File: src/rtl/uart_mem_pkg.sv
// uart_mem_pkg: shared state encoding and protocol byte values for the UART memory command parser.
// Revision 1.0
`default_nettype none

package uart_mem_pkg;

    typedef enum logic [2:0] {
        ST_IDLE  = 3'd0,
        ST_ADDR  = 3'd1,
        ST_WDATA = 3'd2,
        ST_WRITE = 3'd3,
        ST_READ  = 3'd4,
        ST_RESP  = 3'd5
    } state_t;

    localparam logic [7:0] CMD_WRITE = 8'h57;
    localparam logic [7:0] CMD_READ  = 8'h52;
    localparam logic [7:0] RSP_ACK   = 8'h4B;
    localparam logic [7:0] RSP_ERR   = 8'h3F;

endpackage

`default_nettype wire

File: src/rtl/uart_mem_cmd.sv
// uart_mem_cmd: parses W/R byte commands from a UART receiver, drives a debug RAM port
// and returns acknowledge or read-data bytes to the UART transmitter.  Revision 1.0
`default_nettype none

module uart_mem_cmd
    import uart_mem_pkg::*;
#(
    parameter int ADDR_WIDTH     = 4,
    parameter int DATA_WIDTH     = 16,
    parameter int TIMEOUT_CYCLES = 1000
) (
    input  logic                  clk,
    input  logic                  rst,
    input  logic [7:0]            rx_data_i,
    input  logic                  rx_valid_i,
    output logic                  rx_ready_o,
    output logic [7:0]            tx_data_o,
    output logic                  tx_valid_o,
    input  logic                  tx_ready_i,
    output logic                  mem_wr_o,
    output logic [ADDR_WIDTH-1:0] mem_addr_o,
    output logic [DATA_WIDTH-1:0] mem_wdata_o,
    input  logic [DATA_WIDTH-1:0] mem_rdata_i,
    output logic                  busy_o
);

    localparam int NBYTES = DATA_WIDTH / 8;
    localparam int CW     = $clog2(NBYTES) + 1;
    localparam int TW     = (TIMEOUT_CYCLES > 0) ? $clog2(TIMEOUT_CYCLES + 1) : 1;

    state_t                state_q, state_d;
    logic                  is_wr_q, is_wr_d;
    logic [ADDR_WIDTH-1:0] addr_q, addr_d;
    logic [DATA_WIDTH-1:0] wdata_q, wdata_d;
    logic [DATA_WIDTH-1:0] txsr_q, txsr_d;
    logic [7:0]            txd_q, txd_d;
    logic [CW-1:0]         cnt_q, cnt_d;
    logic [TW-1:0]         tmo_q, tmo_d;

    logic rx_hs;
    logic tx_hs;
    logic tmo_hit;

    always_ff @(posedge clk or posedge rst) begin
        if (rst) begin
            state_q <= ST_IDLE;
            is_wr_q <= 1'b0;
            addr_q  <= '0;
            wdata_q <= '0;
            txsr_q  <= '0;
            txd_q   <= '0;
            cnt_q   <= '0;
            tmo_q   <= '0;
        end else begin
            state_q <= state_d;
            is_wr_q <= is_wr_d;
            addr_q  <= addr_d;
            wdata_q <= wdata_d;
            txsr_q  <= txsr_d;
            txd_q   <= txd_d;
            cnt_q   <= cnt_d;
            tmo_q   <= tmo_d;
        end
    end

    always_comb begin
        state_d = state_q;
        is_wr_d = is_wr_q;
        addr_d  = addr_q;
        wdata_d = wdata_q;
        txsr_d  = txsr_q;
        txd_d   = txd_q;
        cnt_d   = cnt_q;
        tmo_d   = tmo_q;

        rx_ready_o = (state_q == ST_IDLE) || (state_q == ST_ADDR) || (state_q == ST_WDATA);
        tx_valid_o = (state_q == ST_RESP);
        mem_wr_o   = (state_q == ST_WRITE);
        busy_o     = (state_q != ST_IDLE);

        rx_hs   = rx_valid_i && rx_ready_o;
        tx_hs   = tx_valid_o && tx_ready_i;
        // Abort on the idle cycle that would bring the count up to the limit.
        tmo_hit = (TIMEOUT_CYCLES != 0) && ((32'(tmo_q) + 32'd1) == 32'(TIMEOUT_CYCLES));

        case (state_q)
            ST_IDLE: begin
                if (rx_hs) begin
                    tmo_d = '0;
                    if (rx_data_i == CMD_WRITE) begin
                        is_wr_d = 1'b1;
                        state_d = ST_ADDR;
                    end else if (rx_data_i == CMD_READ) begin
                        is_wr_d = 1'b0;
                        state_d = ST_ADDR;
                    end else begin
                        txd_d   = RSP_ERR;
                        cnt_d   = CW'(1);
                        state_d = ST_RESP;
                    end
                end
            end
            ST_ADDR: begin
                if (rx_hs) begin
                    addr_d = rx_data_i[ADDR_WIDTH-1:0];
                    tmo_d  = '0;
                    cnt_d  = '0;
                    state_d = is_wr_q ? ST_WDATA : ST_READ;
                end else if (tmo_hit) begin
                    state_d = ST_IDLE;
                end else begin
                    tmo_d = tmo_q + TW'(1);
                end
            end
            ST_WDATA: begin
                if (rx_hs) begin
                    wdata_d = (wdata_q << 8) | DATA_WIDTH'(rx_data_i);
                    tmo_d   = '0;
                    if (cnt_q == CW'(NBYTES - 1)) begin
                        state_d = ST_WRITE;
                    end else begin
                        cnt_d = cnt_q + CW'(1);
                    end
                end else if (tmo_hit) begin
                    state_d = ST_IDLE;
                end else begin
                    tmo_d = tmo_q + TW'(1);
                end
            end
            ST_WRITE: begin
                txd_d   = RSP_ACK;
                cnt_d   = CW'(1);
                state_d = ST_RESP;
            end
            ST_READ: begin
                // First byte goes straight to the output register; the rest queue in txsr.
                txd_d   = mem_rdata_i[DATA_WIDTH-1 -: 8];
                txsr_d  = mem_rdata_i << 8;
                cnt_d   = CW'(NBYTES);
                state_d = ST_RESP;
            end
            ST_RESP: begin
                if (tx_hs) begin
                    if (cnt_q == CW'(1)) begin
                        state_d = ST_IDLE;
                    end else begin
                        cnt_d  = cnt_q - CW'(1);
                        txd_d  = txsr_q[DATA_WIDTH-1 -: 8];
                        txsr_d = txsr_q << 8;
                    end
                end
            end
            default: state_d = ST_IDLE;
        endcase
    end

    assign tx_data_o   = txd_q;
    assign mem_addr_o  = addr_q;
    assign mem_wdata_o = wdata_q;

endmodule

`default_nettype wire

File: config.mk
export PLATFORM = sky130hd
export DESIGN_NAME = uart_mem_cmd
export DESIGN_NICKNAME = d
export VERILOG_FILES = /design/src/rtl/uart_mem_pkg.sv /design/src/rtl/uart_mem_cmd.sv
export SDC_FILE = /design/constraint.sdc
export NUM_CORES = 1
export LEC_CHECK = 0
export CAP_MARGIN = 10
export CORE_AREA = 2 2 77 94
export DETAILED_ROUTE_END_ITERATION = 7
export DIE_AREA = 0 0 79 96
export PLACE_DENSITY = 0.72
export SYNTH_ARGS = -nofsm -noshare
export SYNTH_HDL_FRONTEND = slang
export SYNTH_SLANG_ARGS = --single-unit
File: constraint.sdc
create_clock -name clk -period 2.7 [get_ports clk]
set_input_delay 0.54 -clock clk [delete_from_list [all_inputs] [get_ports clk]]
set_output_delay 0.54 -clock clk [all_outputs]
set_load 0.02 [all_outputs]
Word level (Yosys, flattened, before mapping)
Index checks and enable logic that the tools add are counted.
Widths: inputs -> output; s select.
{"block": "word_totals", "register_bits": 60, "in_bits": 28, "out_inout_bits": 32, "elab_cells": 89}
{"block": "op_classes", "addsub": 4, "n_eq_ne": 20, "muxes": 35, "bitwise_logic": 1, "n_reduce_logical": 21}
{"operator": "$mux 8", "n": 5}
{"operator": "$mux 16", "n": 2}
{"operator": "$pmux 16 s2", "n": 1}
{"operator": "$pmux 8 s4", "n": 1}
{"operator": "$mux 10", "n": 3}
{"operator": "$mux 3", "n": 10}
{"operator": "$pmux 10 s2", "n": 1}
{"operator": "$eq 8x7->1 const B", "n": 2}
{"operator": "$mux 2", "n": 8}
{"operator": "$or 16x8->16", "n": 1}
{"operator": "$pmux 3 s5", "n": 1}
{"operator": "$ne 2x2->1 const B", "n": 7}
{"operator": "$pmux 2 s6", "n": 1}
{"operator": "$add 10x1->11 const B", "n": 1}
{"operator": "$eq 11x10->1 const B", "n": 1}
{"operator": "$add 10x1->10 const B", "n": 1}
{"operator": "$reduce_and 3->1", "n": 3}
{"operator": "$reduce_and 9->1", "n": 1}
{"operator": "$eq 3x2->1 const B", "n": 2}
{"operator": "$eq 3x3->1 const B", "n": 2}
{"operator": "$reduce_and 6->1", "n": 1}
{"operator": "$reduce_bool 2->1", "n": 3}
{"operator": "$reduce_bool 6->1", "n": 1}
{"operator": "$ne 2x1->1 const B", "n": 2}
{"operator": "other kinds (15)", "n": 20}

Longest topological paths before layout
{"block": "logic_depth", "depth_word": 6, "ltp_mapped": 8, "depth_no_buf": 8}

Worst setup path after synthesis
No wires, ideal clock.
{"block": "synth_path", "path_type": "register to register", "startpoint": "register tmo_q[0]", "endpoint": "register tmo_q[0]", "setup_ps": 125, "t_arrival_ps": 1859, "t_required_ps": 2575, "slack_ps": 717, "path_stages_with_launch": 9, "n_path_buf": 1, "synth_period_minus_slack_ps": 1983, "path_cell_list": "dfrtp_1 > ha_1 > and2_2 > nor4b_1 > a21oi_1 > a21o_1 > buf_6 > and2_0 > mux2_2"}
{"block": "synth_via", "elab_chain_len": 4, "word_cells_on_any_way": 8, "cone_classes": "add/sub: 2; eq/ne: 2; mux: 3; reduce/logical: 1"}
{"item": "start: declaration", "line": "uart_mem_cmd.sv:38", "source": "logic [TW-1:0] tmo_q, tmo_d;"}
{"item": "start signal: assignment", "line": "uart_mem_cmd.sv:62", "source": "tmo_q <= tmo_d;"}
{"item": "$add 10x1->11 / $add 10x1->10 (equally long branches)", "line": "uart_mem_cmd.sv:84, uart_mem_cmd.sv:112, uart_mem_cmd.sv:127"}
{"item": "$eq 11x10->1 / $mux 10 (equally long branches)", "line": "uart_mem_cmd.sv:84, uart_mem_cmd.sv:109, uart_mem_cmd.sv:124"}
{"item": "$ne 3x3->1 (no line) / $mux 10 (equally long branches)"}
{"item": "$reduce_and 3->1 (no line) / $pmux 10 s2 (equally long branches)"}
Several ways; a longest one is shown, not always the timed one. The select of a mux whose other input is x is not followed.
A chain may end at the register's enable or synchronous reset.

Final worst setup path
{"block": "layout_path", "startpoint": "register state_q[1]", "endpoint": "output mem_wr_o"}
{"block": "layout_via", "elab_chain_len": 1}
{"item": "start: declaration", "line": "uart_mem_cmd.sv:31", "source": "state_t state_q, state_d;"}
{"item": "start signal: assignment", "line": "uart_mem_cmd.sv:55", "source": "state_q <= state_d;"}
{"item": "$eq 3x2->1", "line": "uart_mem_cmd.sv:78", "source": "mem_wr_o = (state_q == ST_WRITE);"}
{"item": "end: declaration", "line": "uart_mem_cmd.sv:20", "source": "output logic mem_wr_o,"}
No other way between the ends.

==> out/qor.json <==
{
  "status": "finished clean",
  "worstHoldPathType": "reg2reg",
  "drt-total-wl_um": 5800,
  "route.detailed.drc": 0,
  "detail_route.wl_per_cell_um": 14.4,
  "grt_first_pass_wirelength_um": 9680,
  "synth.top_cells.by_area": "sky130_fd_sc_hd__dfrtp_1, sky130_fd_sc_hd__mux2_2, sky130_fd_sc_hd__o21ai_0, sky130_fd_sc_hd__nand2_1, sky130_fd_sc_hd__a22o_1",
  "synth-simple-area-share_pct": 16.1,
  "power.density_nw_per_um2": 1070,
  "cp.arrival_ns": 2.00,
  "path_clk_slew_ns": 0.09,
  "cts_buffer_depth": 2,
  "post-synth-top-area-cell": "sky130_fd_sc_hd__dfrtp_1",
  "unrepaired_setup_endpoints_after_global_routing": "no",
  "drive_gt1_share_pct": 14.2,
  "synth_top_family_by_area": "compound AO/OA/AOI/OAI gates",
  "hold_viol": 0,
  "root_buffer": "sky130_fd_sc_hd__clkbuf_8",
  "die_area_sq_um": 7580,
  "syn-num-nets": 284,
  "area_growth_syn_to_layout_pct": 30.5,
  "via_count_of_the_first_global_routing_pass": 2077,
  "cts-hold-fix-buffers": 0,
  "fin_tns_setup_ns": 0,
  "dp_slack_ns": 0.109,
  "routed-via-count": 2143,
  "timing.final.setup_violations": 0,
  "startpoint_type_of_the_worst_setup_path": "register",
  "fin_ws_ns": 0.156,
  "floorplan_die_width_um": 79,
  "clock_tree.htree_level_count": 2,
  "worst_hold_path.num_cells": 1,
  "fin_nets": 345,
  "final_replace_weighted_congestion": 0.802,
  "detail_route.vias_per_cell": 5.32,
  "clock_period_minus_final_worst_setup_slack_ns": 2.54,
  "tightest_slew_ns": 0.741,
  "synth.lib_cells_used.distinct": 53,
  "crit_fanout": 7,
  "max_freq_mhz": 393,
  "synth_top_cell_area_share_pct": 49.5,
  "post-cts-setup-buffers": 0,
  "synth_compound_area_share_pct": 17.6,
  "worst_slew_margin_rel_pct": 50.5,
  "p_leak_nw": 1.47,
  "initial_utilization_pct": 39.3,
  "io_pins": 60,
  "synth_adder_area_share_pct": 0.953,
  "synth-edff-count": 0,
  "detailed_place_hpwl_um": 4280,
  "ys_seq_area_share_pct": 49.5,
  "post_synth_mux_area_share_pct": 11.3,
  "cts_made_buffers": 5,
  "drt-initial-drc-count": 112,
  "timing.critical_path.required_ns": 2.16,
  "path_class": "reg2out",
  "synth_async_sr_flop_share_pct": 100,
  "ys_ff_latch": 52,
  "worst_skew_pair.late_latency_ns": 0.30,
  "grt_antenna_before_repair": 0,
  "max_cap_violation_count": 0,
  "core_sq_um": 6690,
  "detailedRoute.firstPassIterationCount": 4,
  "numPortBuffers": 59,
  "finalClockSkew_ns": 0.00677,
  "chipHeight_um": 96,
  "yosysWarningCount": 0,
  "vdd_drop_max_v": 0.000488,
  "grt_usage_pct": 16.1,
  "drtAntennaViolNets": 0,
  "synth.cell_area_sq_um": 2630,
  "fp-row-count": 33,
  "post-route-period-util_pct": 94.2,
  "synthFlopType": "sky130_fd_sc_hd__dfrtp_1",
  "timing.reg2reg.worst_path_depth": 7,
  "fin_cells": 403,
  "tritoncts": "yes",
  "xor_xnor_portion_of_the_synthesized_cell_area_pct": 0.667,
  "postSynthAreaPerCell_sq_um": 10.3,
  "netlist_instances": 254,
  "grt_max_degree": 36,
  "antennaDiodeCount": 0,
  "setup.worst_path.end_class": "primary output",
  "clkSinkCount": 52,
  "maxSlewViolCount": 0,
  "globalRoute.totalOverflow": 0,
  "numPlacedInstances": 395
}
[state kept, by name, indices dropped and copies added, names as in the netlist]
name / cells
state_q: 3
cnt_q: 2
is_wr_q: 1
mem_addr_o: 4
tmo_q: 10
txsr_q: 8
tx_data_o: 8
mem_wdata_o: 16
[timing repair]
action | 4_1_cts | 5_1_grt
hold endpoints to repair | 0 | 0
resized for setup | 0 | 1
endpoints found under the setup margin | 0 | 2
[critical path, cell delays in order (launching register included)]
cell	delay [ns]
sky130_fd_sc_hd__dfrtp_1	0.47
sky130_fd_sc_hd__and2_1	0.22
sky130_fd_sc_hd__nor2b_1	0.33
sky130_fd_sc_hd__clkdlybuf4s50_1	0.69
[Yosys cell counts (all sizes together), types with 2 or more instances]
| master | n |
|---|---|
| nand3 | 6 |
| xnor2 | 2 |
| a211oi | 4 |
| or2b | 2 |
| clkbuf | 7 |
| nand3b | 2 |
| o21a | 3 |
| and2 | 5 |
| a21oi | 10 |
| a21boi | 2 |
| a22o | 8 |
| and3 | 2 |
| nand2b | 3 |
| nand2 | 20 |
| nor3 | 6 |
| o21ai | 17 |
| mux2i | 5 |
| nor2b | 4 |
| nor4 | 2 |
| a221oi | 2 |
| nor2 | 19 |
| a31oi | 4 |
| inv | 9 |
| a21o | 4 |
| buf | 6 |
| a32oi | 3 |
| or3 | 2 |
| ha | 2 |
| a211o | 2 |
| dfrtp | 52 |
| o22ai | 4 |
| mux2 | 22 |
[kinds of logic (layout without fill, tap and decap cells)]
family                     count (synthesis)  after routing
xor gates and xnor gates                   2              2
and+or+nand+nor                           81             81
adders and majority gates                  2              2
buffers and inverters                     22             84
AOI/OAI and AO/OA                         68             68
muxes                                     27             27
DFF                                       52             52
[final timing paths]
check,to,slack (ns),start
max,mem_wr_o,0.16,state_q[1]$_DFFE_PP0P_
min,tx_data_o[5]$_DFFE_PP0P_,0.49,tx_data_o[5]$_DFFE_PP0P_
max reg2reg,tmo_q[0]$_DFFE_PP0P_,0.54,tmo_q[0]$_DFFE_PP0P_
min reg2reg,tx_data_o[5]$_DFFE_PP0P_,0.49,tx_data_o[5]$_DFFE_PP0P_
max in group asynchronous,mem_addr_o[0]$_DFFE_PP0P_,1.39,rst
min in group asynchronous,txsr_q[9]$_DFFE_PP0P_,0.69,rst
[through the flow]
step | total power, mW | hold slack, ns | utilization [%] | area, sq um
after detailed placement | 3.16 | 0.470 | 49.6 | 3320
after global placement | 3.12 | 0.467 | 49.6 | 3320
after global routing | 3.91 | 0.521 | 51.3 | 3430
final | 3.66 | 0.486 | 51.3 | 3430
after floorplan | 2.43 | 0.461 | - | 2630
after CTS | 3.69 | 0.492 | 51.2 | 3430
[cell usage in the layout (no fill, tap or decap), types with 2 or more instances in the layout]
cell / netlist / final
sky130_fd_sc_hd__nand2_1: 20 / 20
sky130_fd_sc_hd__a211o_1: 2 / 2
sky130_fd_sc_hd__or3_1: 2 / 2
sky130_fd_sc_hd__a21o_1: 4 / 4
sky130_fd_sc_hd__inv_1: 9 / 8
sky130_fd_sc_hd__o22ai_1: 4 / 4
sky130_fd_sc_hd__a32oi_1: 3 / 3
sky130_fd_sc_hd__nand2b_1: 3 / 3
sky130_fd_sc_hd__a221oi_1: 2 / 2
sky130_fd_sc_hd__mux2_2: 22 / 22
sky130_fd_sc_hd__xnor2_1: 2 / 2
sky130_fd_sc_hd__o21a_1: 3 / 3
sky130_fd_sc_hd__or2b_2: 2 / 2
sky130_fd_sc_hd__a22o_1: 8 / 8
sky130_fd_sc_hd__nand3b_1: 2 / 2
sky130_fd_sc_hd__clkbuf_8: 0 / 5
sky130_fd_sc_hd__nor4_1: 2 / 2
sky130_fd_sc_hd__and2_1: 3 / 3
sky130_fd_sc_hd__nand3_1: 6 / 6
sky130_fd_sc_hd__o21ai_0: 16 / 16
sky130_fd_sc_hd__dfrtp_1: 52 / 51
sky130_fd_sc_hd__nor2b_1: 4 / 4
sky130_fd_sc_hd__a31oi_1: 4 / 4
sky130_fd_sc_hd__a21oi_1: 10 / 10
sky130_fd_sc_hd__clkdlybuf4s50_1: 0 / 59
sky130_fd_sc_hd__buf_4: 0 / 8
sky130_fd_sc_hd__nor2_1: 18 / 18
sky130_fd_sc_hd__ha_1: 2 / 2
sky130_fd_sc_hd__nor3_1: 6 / 6
sky130_fd_sc_hd__mux2i_1: 5 / 5
sky130_fd_sc_hd__a211oi_1: 4 / 4
[per-layer routing]
layer	track usage, %	up-vias	wire length [um]
li1	-	1051	-
met3	3.19	6	200
met5	0	-	0
met1	19.9	1045	2540
met4	5.32	0	77
met2	28.2	41	2980
[report_power, final]
| group | switching, mW | total (mW) | internal, mW |
|---|---|---|---|
| Sequential | 0.228 | 1.30 | 1.07 |
| Clock | 0.251 | 0.526 | 0.275 |
| Combinational | 0.933 | 1.83 | 0.898 |
| Total | 1.41 | 3.66 | 2.24 |
[layout make-up]
type	count	area, sq um
inverter	9	33.8
tap	87	109
clock buffer	6	72.6
multi-input combinational	180	1220
sequential	52	1300
clock inverter	2	35.0
timing repair buffer	67	651
fill	631	3260
No activity file was read; power rests on OpenSTA's default activity.
